### src/rtl/bit_serializer.sv
// rtl/bit_serializer.sv - parallel-to-serial front end for the serial sequence detector
module bit_serializer #(
    parameter int WIDTH     = 8,
    parameter int MSB_FIRST = 1,
    parameter int GAP       = 0
) (
    input  logic             clk,
    input  logic             rst,
    input  logic [WIDTH-1:0] din,
    input  logic             din_valid,
    output logic             din_ready,
    output logic             dout,
    output logic             dout_valid,
    output logic             busy,
    output logic             done
);

    localparam int BW = $clog2(WIDTH);
    // A zero-length gap still needs a legal one-bit counter; it simply never leaves 0.
    localparam int GW = (GAP > 0) ? $clog2(GAP + 1) : 1;
    localparam logic [BW-1:0] BIT_LAST = BW'(WIDTH - 1);
    localparam logic [GW-1:0] GAP_LAST = GW'((GAP > 0) ? GAP - 1 : 0);

    typedef enum logic [1:0] {
        S_IDLE  = 2'd0,
        S_SHIFT = 2'd1,
        S_GAP   = 2'd2
    } state_t;

    state_t           state;
    state_t           state_nxt;
    logic [WIDTH-1:0] sreg;
    logic [BW-1:0]    bit_cnt;
    logic [GW-1:0]    gap_cnt;
    logic             accept;
    logic             last_bit;
    logic             gap_end;

    assign last_bit = (state == S_SHIFT) && (bit_cnt == BIT_LAST);
    assign gap_end  = (state == S_GAP) && (gap_cnt == GAP_LAST);
    assign accept   = din_valid && din_ready;

    // Ready decode: idle, last bit when streaming without gap, or last gap cycle; never in reset.
    always_comb begin
        din_ready = 1'b0;
        if (!rst) begin
            case (state)
                S_IDLE:  din_ready = 1'b1;
                S_SHIFT: din_ready = last_bit && (GAP == 0);
                S_GAP:   din_ready = gap_end;
                default: din_ready = 1'b0;
            endcase
        end
    end

    // State register.
    always_ff @(posedge clk) begin
        if (rst) begin
            state <= S_IDLE;
        end else begin
            state <= state_nxt;
        end
    end

    // Next-state logic: a new word always restarts SHIFT, otherwise fall to GAP or IDLE.
    always_comb begin
        state_nxt = state;
        case (state)
            S_IDLE: begin
                if (accept) state_nxt = S_SHIFT;
            end
            S_SHIFT: begin
                if (last_bit) begin
                    if (accept)       state_nxt = S_SHIFT;
                    else if (GAP > 0) state_nxt = S_GAP;
                    else              state_nxt = S_IDLE;
                end
            end
            S_GAP: begin
                if (gap_end) state_nxt = accept ? S_SHIFT : S_IDLE;
            end
            default: state_nxt = S_IDLE;
        endcase
    end

    // Shift register and counters; a load takes precedence over shifting the final bit.
    always_ff @(posedge clk) begin
        if (rst) begin
            sreg    <= '0;
            bit_cnt <= '0;
            gap_cnt <= '0;
        end else if (accept) begin
            sreg    <= din;
            bit_cnt <= '0;
        end else if (state == S_SHIFT) begin
            if (MSB_FIRST != 0) sreg <= {sreg[WIDTH-2:0], 1'b0};
            else                sreg <= {1'b0, sreg[WIDTH-1:1]};
            bit_cnt <= last_bit ? '0 : bit_cnt + 1'b1;
            gap_cnt <= '0;
        end else if (state == S_GAP) begin
            gap_cnt <= gap_cnt + 1'b1;
        end
    end

    // Outputs decode only registered state, so din never reaches dout combinationally.
    assign dout       = (state == S_SHIFT) && ((MSB_FIRST != 0) ? sreg[WIDTH-1] : sreg[0]);
    assign dout_valid = (state == S_SHIFT);
    assign busy       = (state != S_IDLE);
    assign done       = last_bit;

endmodule

### config.mk
export PLATFORM = sky130hd
export DESIGN_NAME = bit_serializer
export DESIGN_NICKNAME = d
export VERILOG_FILES = /design/src/rtl/bit_serializer.sv
export SDC_FILE = /design/constraint.sdc
export NUM_CORES = 1
export LEC_CHECK = 0
export CAP_MARGIN = 20
export CORE_AREA = 2 2 43 53
export CTS_CLUSTER_DIAMETER = 200
export DETAILED_ROUTE_END_ITERATION = 12
export DIE_AREA = 0 0 45 55
export GPL_TIMING_DRIVEN = 0
export SYNTH_ARGS = -nofsm -noshare
export SYNTH_HDL_FRONTEND = slang
export SYNTH_SLANG_ARGS = --single-unit
### constraint.sdc
create_clock -name clk -period 1.6 [get_ports clk]
set_input_delay 0.48 -clock clk [delete_from_list [all_inputs] [get_ports clk]]
set_output_delay 0.48 -clock clk [all_outputs]
set_load 0.01 [all_outputs]
## Word level (Yosys, flattened, before mapping)

Cells that the tools add are included.

- Memory bits (writable): 0
- Latch bits: 0
- Logic and storage cells: 37
- Output and inout port bits: 5
- Bits of input ports: 11
- Bits in registers: 14
- Bits in read-only memories: 0
- Memories kept: 0

- Bitwise logic cells: 2
- Mux-type cells: 12
- Multipliers: 0
- Add/subtract/negate cells: 2
- Reductions and logical operators: 11
- Magnitude comparators: 0
- Shifts and indexed selects: 0
- Equal/unequal tests: 6
- Divide/modulo/power cells: 0

Operators by type and width:

| cell | number |
|---|---|
| $mux W8 | 2 |
| $mux W2 | 3 |
| $pmux W2 S3 | 1 |
| $reduce_bool A2 Y1 | 3 |
| $logic_and A1 B1 Y1 | 4 |
| $mux W1 | 4 |
| $ne A2 B2 Y1 const B | 2 |
| $add A3 B1 Y3 const B | 1 |
| $eq A3 B3 Y1 const B | 1 |
| $mux W3 | 1 |
| $pmux W1 S3 | 1 |
| $reduce_and A3 Y1 | 1 |
| $eq A2 B1 Y1 const B | 1 |
| $eq A2 B2 Y1 const B | 1 |
| $logic_not A2 Y1 | 1 |
| $ne A2 B1 Y1 const B | 1 |
| $not A1 Y1 | 2 |
| $reduce_and A2 Y1 | 1 |
| $reduce_or A2 Y1 | 1 |
| $add A1 B1 Y1 const B | 1 |

## Logic depth before layout (Yosys ltp)

Gate-level depths: netlist of run 1.

- Depth after elaboration: 8
- Depth in mapped cells: 6
- Mapped depth without buffers: 5

## Worst setup path before layout of run 1

OpenSTA, ideal clock, no wires.

- Path kind: register -> output
- Start: register bit_cnt[0]
- End: output din_ready
- Arrival: 1.023 ns
- Path buffers: 0
- Cell stages (with the launch flop): 5
- Path slack: 0.097 ns
- Data required time: 1.120 ns
- Cell sequence: dfxtp_1 > ha_1 > ha_1 > and2b_1 > nor2_1

- Cells in the longest elaborated chain, start to end: 4

Ends and longest elaborated chain:

| item | line | text |
|---|---|---|
| from (decl) | 33 | `logic [BW-1:0] bit_cnt;` |
| from (signal assigned) | 98 | `bit_cnt <= last_bit ? '0 : bit_cnt + 1'b1;` |
| $eq A3 B3 Y1 | 39 | `assign last_bit = (state == S_SHIFT) && (bit_cnt == BIT_LAST);` |
| $logic_and A1 B1 Y1 | 39 |  |
| $pmux W1 S3 | 47 | `case (state)` |
| $mux W1 | 46 | `if (!rst) begin` |
| to (decl) | 11 | `output logic din_ready,` |

Every way passes these cells.

## Final worst setup path of run 1

Ends and elaborated chain as after synthesis.

==> results.ini, run 1 <==
[status]
status=finished, violations left
violations=negative setup slack

[final_layout]
diodes=0
drive_above_1_share_pct=30.4
nNetsFinal=107
post-route-util_pct=45.5
stdcell_area_um2=902
nFillCells=203
synthToLayoutAreaGrowth_pct=38.1
ff_latch_area_um2=244
multi_input_comb_area_um2=378

[synthesis]
synthFlopType=dfxtp_1
synth-simple-area-share_pct=17.6
synth_compound_area_share_pct=18.4
netlist_area_um2=653
synthCells=69
yosysWarnings=0
yosysSeqAreaShare_pct=36.8
synth_edf_count=0
syn_avg_cell_area_um2=9.47
synth_most_common_cell=dfxtp_1
synth.distinct_cells=20
syn_nets=82
yosys-top-cells-count=dfxtp_1 (12), mux2i_1 (9), nand3_1 (8)
synth_top_family_by_area=compound AO/OA/AOI/OAI gates
synth_area_leader_cell=dfxtp_1
synth_fa_ha_area_share_pct=3.83
synth_seq_cells=12
synthMuxAreaShare_pct=13.8
ys_top_cells_by_area=dfxtp_1 (37%), mux2i_1 (14%), a21o_1 (8.0%)
synth_xor_area_share_pct=0
async_reset_ff_share_pct=0
yosysTopAreaCellShare_pct=36.8

[power_and_ir_drop]
leakage_nw=0.373
irDropWorstVdd_mv=0.513
power.density_nw_per_um2=717

[floorplan]
rows=18
coreArea_um2=1980
die_w_um=45
die_h_um=55
start_util_pct=33.0
die_area_um2=2480
boundaryPins=16

[grt]
grt_max_degree=11
antenna_found_initial=0
grt_usage_pct=12.8
grt-ovfl-total=0
grt_pass1_wl_um=2300
grt_pass1_vias=534

[timing]
layout_setup_ws_ns=-0.168
max_freq_mhz=566
finalHoldViolCount=0
finalSetupViolations=2
skew_ns=0.00411
rsz0062_at_grt=yes
min_period_ns=1.77
min_period_over_period_pct=111
drv_slew=0
slew_headroom_pct=68.9
tightestPinTransition_ns=0.466

[clock_network]
cts_root_buffer=clkbuf_4
h-tree-depth=1
clock_path_buffers=2
clock_sinks=12
cts_tree=yes
cts_inserted_buffers=3
clock_latency_ns=0.27
ctsHoldBuffers=0
cts.clk_slew.worst_paths_ns=0.07

[setup_path]
endpoint_kind=output port
crit_required_ns=1.12
endpoint=din_ready
r2r_slack_ns=0.08
path_max_fanout=3
r2r-start=bit_cnt[0]
rr_worst_depth=8
worstPathArrival_ns=1.29
start_kind=register
crit_path_start=bit_cnt[0]
r2r_end=sreg[2]
crit_type=register to output port

[drt]
drt_first_pass_iters=4
drt-wirelength-per-cell_um=12.1
drt_iter0_markers=4
vias=548
postRouteAntennaNets=0
viasPerCell=4.89
drc=0
wl_um=1360

[run]
maxCapViolations=0

[hold_path]
worstHoldPathType=register to register

[placement]
postPlaceCellArea_um2=818
place_hpwl_um=926
gp_congestion=0.699
port_buffers=14

## worst min path at each step
| stage | startpoint | end | slack, ns | cells past startpoint |
|---|---|---|---|---|
| 6_report | bit_cnt[1] | bit_cnt[1] | 0.56 | 2 |
| 3_5_place_dp | bit_cnt[1] | bit_cnt[1] | 0.53 | 2 |
| 4_1_cts | bit_cnt[1] | bit_cnt[1] | 0.56 | 2 |
| 2_1_floorplan | bit_cnt[1] | bit_cnt[1] | 0.51 | 2 |
| 3_3_place_gp | bit_cnt[1] | bit_cnt[1] | 0.53 | 2 |
| 5_1_grt | bit_cnt[1] | bit_cnt[1] | 0.58 | 2 |
## per-layer routing
metal  vias up  routed length [um]  global-route usage (%)
met5         -                   0                       0
met2        15                 671                    23.6
met1       243                 610                    14.0
met3         2                  65                    2.27
met4         0                  10                    5.88
li1        288                   -                       -
## area by class of cell
cell class | instances | area share, %
Multi-Input combinational cell | 50 | 41.9
Sequential cell | 12 | 27.0
Timing Repair Buffer | 21 | 20.2
Buffer | 6 | 5.55
Tap cell | 20 | 2.77
Clock buffer | 3 | 2.50
## flip-flops by register name, summed over array words and instances, names as in the netlist
signal / count
bit_cnt: 3
sreg: 8
state: 1
## worst max-delay path: stages (launching register included)
cell and delay (ns):
dfxtp_2 0.34, ha_4 0.16, ha_4 0.15, and2b_1 0.19, nor2_1 0.04, buf_2 0.13
## logic make-up (layout without fill, tap and decap cells)
logic type | Yosys count | in the layout
and+or+nand+nor | 21 | 21
muxes | 9 | 9
DFF | 12 | 12
AOI/OAI and AO/OA | 18 | 18
buffers and inverters | 7 | 30
adders and majority gates | 2 | 2
## repair_timing
item,CTS,global route
gates resized for setup,25,4
pin swaps,0,5
setup endpoints to repair,5,3
buffers inserted,4,3
## layout by cell type, fill, tap and decap left out, types with 2 or more instances in the layout
cell type,Yosys,routed
clkbuf_4,0,3
buf_6,2,5
clkdlybuf4s50_1,0,8
nand3_1,8,8
a21o_1,7,7
dfxtp_2,0,3
nor3b_1,2,2
dlygate4sd2_1,0,2
ha_4,0,2
mux2i_1,9,9
a21oi_2,2,2
a21oi_1,7,7
buf_2,1,3
dfxtp_1,12,9
buf_4,1,8
nor2_1,7,7
## metrics by stage
step | cells | TNS (ns) | total power [mW] | setup slack [ns] | hold slack (ns)
finish | 112 | -0.330 | 0.647 | -0.168 | 0.560
global route | 112 | -0.438 | 0.678 | -0.238 | 0.578
CTS | 110 | -0.241 | 0.657 | -0.166 | 0.556
detailed placement | 103 | -2.14 | 0.470 | -0.940 | 0.534
global placement | 103 | -2.05 | 0.469 | -0.934 | 0.533
floorplan | 69 | 0 | 0.418 | 0.0975 | 0.505
## report_power, final
group,internal (mW),switching [mW]
Clock,0.0870,0.0965
Combinational,0.0766,0.0613
Sequential,0.316,0.00964
No activity file was read; power rests on OpenSTA's default activity.
==> inputs of run 2 (changes only) <==
CORE_AREA = 2 2 41 43   (was 2 2 43 53)
DIE_AREA = 0 0 43 45   (was 0 0 45 55)
PLACE_DENSITY = 0.73   (was default)
==> run 2 against run 1 <==
Compared with the run above: the run still ends with negative setup slack left; wire length shrank 3.5%; combinational power is essentially flat; worst hold slack better by 0.0026 ns; via count up 3.8%; largest cell class unchanged; largest power group unchanged.
==> results.ini, run 2 (synthesized netlist as in run 1, its figures left out) <==
[clock_network]
cts_inserted_buffers=3  ; unchanged
cts_tree=yes
cts.clk_slew.worst_paths_ns=0.08  ; about the same
cts_root_buffer=clkbuf_4
clock_path_buffers=2  ; unchanged
h-tree-depth=1  ; unchanged
clock_sinks=12  ; unchanged
ctsHoldBuffers=0  ; unchanged
clock_latency_ns=0.28  ; about the same

[hold_path]
min_path_cells=2  ; unchanged
hold_path_startpoint=bit_cnt[1]
holdPathEnd=bit_cnt[1]
worstHoldPathType=register to register

[setup_path]
r2r_end=sreg[1]
crit_top_cell=ha_4
cp_slowest_cell=dfxtp_2
r2r-start=bit_cnt[0]
worstPathArrival_ns=1.29  ; about the same
endpoint_kind=output port
worstPathCellList=ha_4, ha_4, and2b_1, nor2_1, buf_2
crit_type=register to output port
crit_required_ns=1.12  ; about the same
r2r_slack_ns=0.03  ; -0.05 ns
rr_worst_depth=8  ; unchanged
path_max_fanout=4  ; +1
start_kind=register
critical_path.max_stage_delay_ns=0.34  ; about the same

[timing]
tns_ns=-0.257  ; +0.0730 ns
rsz0062_at_grt=yes
skew_ns=0.00650  ; +0.00239 ns
drv_slew=0  ; unchanged
finalSetupViolations=2  ; unchanged
min_period_ns=1.77  ; +0.00481 ns
layout_setup_ws_ns=-0.173  ; -0.00481 ns
tightestPinTransition_ns=0.441  ; -0.0250 ns
min_period_over_period_pct=111  ; +0.30 points
max_freq_mhz=564  ; -0.27%
slew_headroom_pct=70.6  ; +1.7 points
finalHoldViolCount=0  ; unchanged

[placement]
place_hpwl_um=880  ; -4.9%
postPlaceCellArea_um2=813  ; -0.61%
dp_slack_ns=-0.916  ; +0.0235 ns
port_buffers=14  ; unchanged
gp_congestion=0.756  ; +8.1%

[power_and_ir_drop]
irDropWorstVdd_mv=0.560  ; +9.1%
leakage_nw=0.373  ; +0.17%
power.density_nw_per_um2=793  ; +11%

[drt]
vias=569  ; +3.8%
postRouteAntennaNets=0  ; unchanged
viasPerCell=5.27  ; +7.7%
drt_first_pass_iters=1  ; -3
drc=0  ; unchanged
drt_iter0_markers=0  ; -4
wl_um=1310  ; -3.5%
drt-wirelength-per-cell_um=12.1  ; +0.11%

[grt]
grt_pass1_wl_um=2110  ; -8.1%
grt_usage_pct=14.7  ; +1.9 points
antenna_found_initial=0  ; unchanged
grt_pass1_vias=503  ; -5.8%
grt-ovfl-total=0  ; unchanged
grt_max_degree=11  ; unchanged

[final_layout]
final_cell_mix=mux2i_1 (9), dfxtp_1 (9), nand3_1 (8), clkdlybuf4s50_1 (8)
max_flop_register=sreg
drive_above_1_share_pct=28.3  ; -2.2 points
synthToLayoutAreaGrowth_pct=36.6
largestRegisters=sreg: 8 flops, bit_cnt: 3 flops, state: 1 flops
largest_reg_flops=8  ; unchanged
nNetsFinal=106  ; -0.93%
nFillCells=145  ; -29%
diodes=0  ; unchanged
stdcell_area_um2=892  ; -1.1%

[floorplan]
die_h_um=45  ; -18%
start_util_pct=44.4  ; +11 points
rows=14  ; -4
die_w_um=43  ; -4.4%
die_area_um2=1940  ; -22%
boundaryPins=16  ; unchanged
coreArea_um2=1470  ; -26%

[run]
maxCapViolations=0  ; unchanged

[status]
violations=negative setup slack
status=finished, violations left

==> run 2: cell types whose count changed in the layout (fill, tap and decap cells not counted) <==
cell           before  now
and2_1              1    2
and2_4              1    0
buf_2               3    4
buf_4               8    7
buf_6               5    3
clkbuf_8            0    1
dlygate4sd2_1       2    3
==> run 2: report_power, final <==
part	leakage (nW)	switching [mW]	internal [mW]
sequential	0.0995	0.0102	0.316
combinational	0.253	0.0597	0.0759
clock	0.0210	0.108	0.138
total	0.373	0.178	0.530
==> run 2: how the worst max path moves through the flow <==
stage / to / start / slack (ns)
2_1_floorplan: din_ready / bit_cnt[0] / 0.1
3_3_place_gp: din_ready / rst / -0.91
3_5_place_dp: din_ready / rst / -0.92
4_1_cts: din_ready / bit_cnt[0] / -0.17
5_1_grt: din_ready / bit_cnt[0] / -0.22
6_report: din_ready / bit_cnt[0] / -0.17
==> run 2: critical path: cells and delay by family, from the launching register on <==
family	cells	cell delay (ns)
DFF	1	0.34
adders and majority gates	2	0.32
and+or+nand+nor	2	0.24
buffers and inverters	1	0.13
==> run 2: final cells by class <==
type / instances / area, um2 / area share (%)
multi-input combinational: 50 / 375 / 42.1
sequential: 12 / 244 / 27.3
tap: 16 / 20.0 / 2.24
buffer: 6 / 50.0 / 5.61
clock buffer: 4 / 36.3 / 4.07
timing repair buffer: 20 / 166 / 18.7
==> run 2: repair_timing <==
item	CTS	global route
endpoints found under the setup margin	5	3
gates cloned	0	0
resized for setup	25	0
buffers inserted	4	2
==> run 2: stage by stage <==
step           power (mW)  instances  hold slack, ns  utilization, %
6_report            0.708        108           0.562            60.6
3_5_place_dp        0.469         99           0.542            55.3
3_3_place_gp        0.466         99           0.531            55.3
2_1_floorplan       0.418         69           0.505               -
4_1_cts             0.715        107           0.560            61.0
5_1_grt             0.736        108           0.578            60.6
==> run 2: routing by layer <==
metal	vias up	share of wire (%)	global-route usage, %
met5	-	0	0
met4	0	2.9	9.09
met3	5	3.5	1.60
met2	13	49	26.1
met1	264	44	17.2
li1	287	-	-
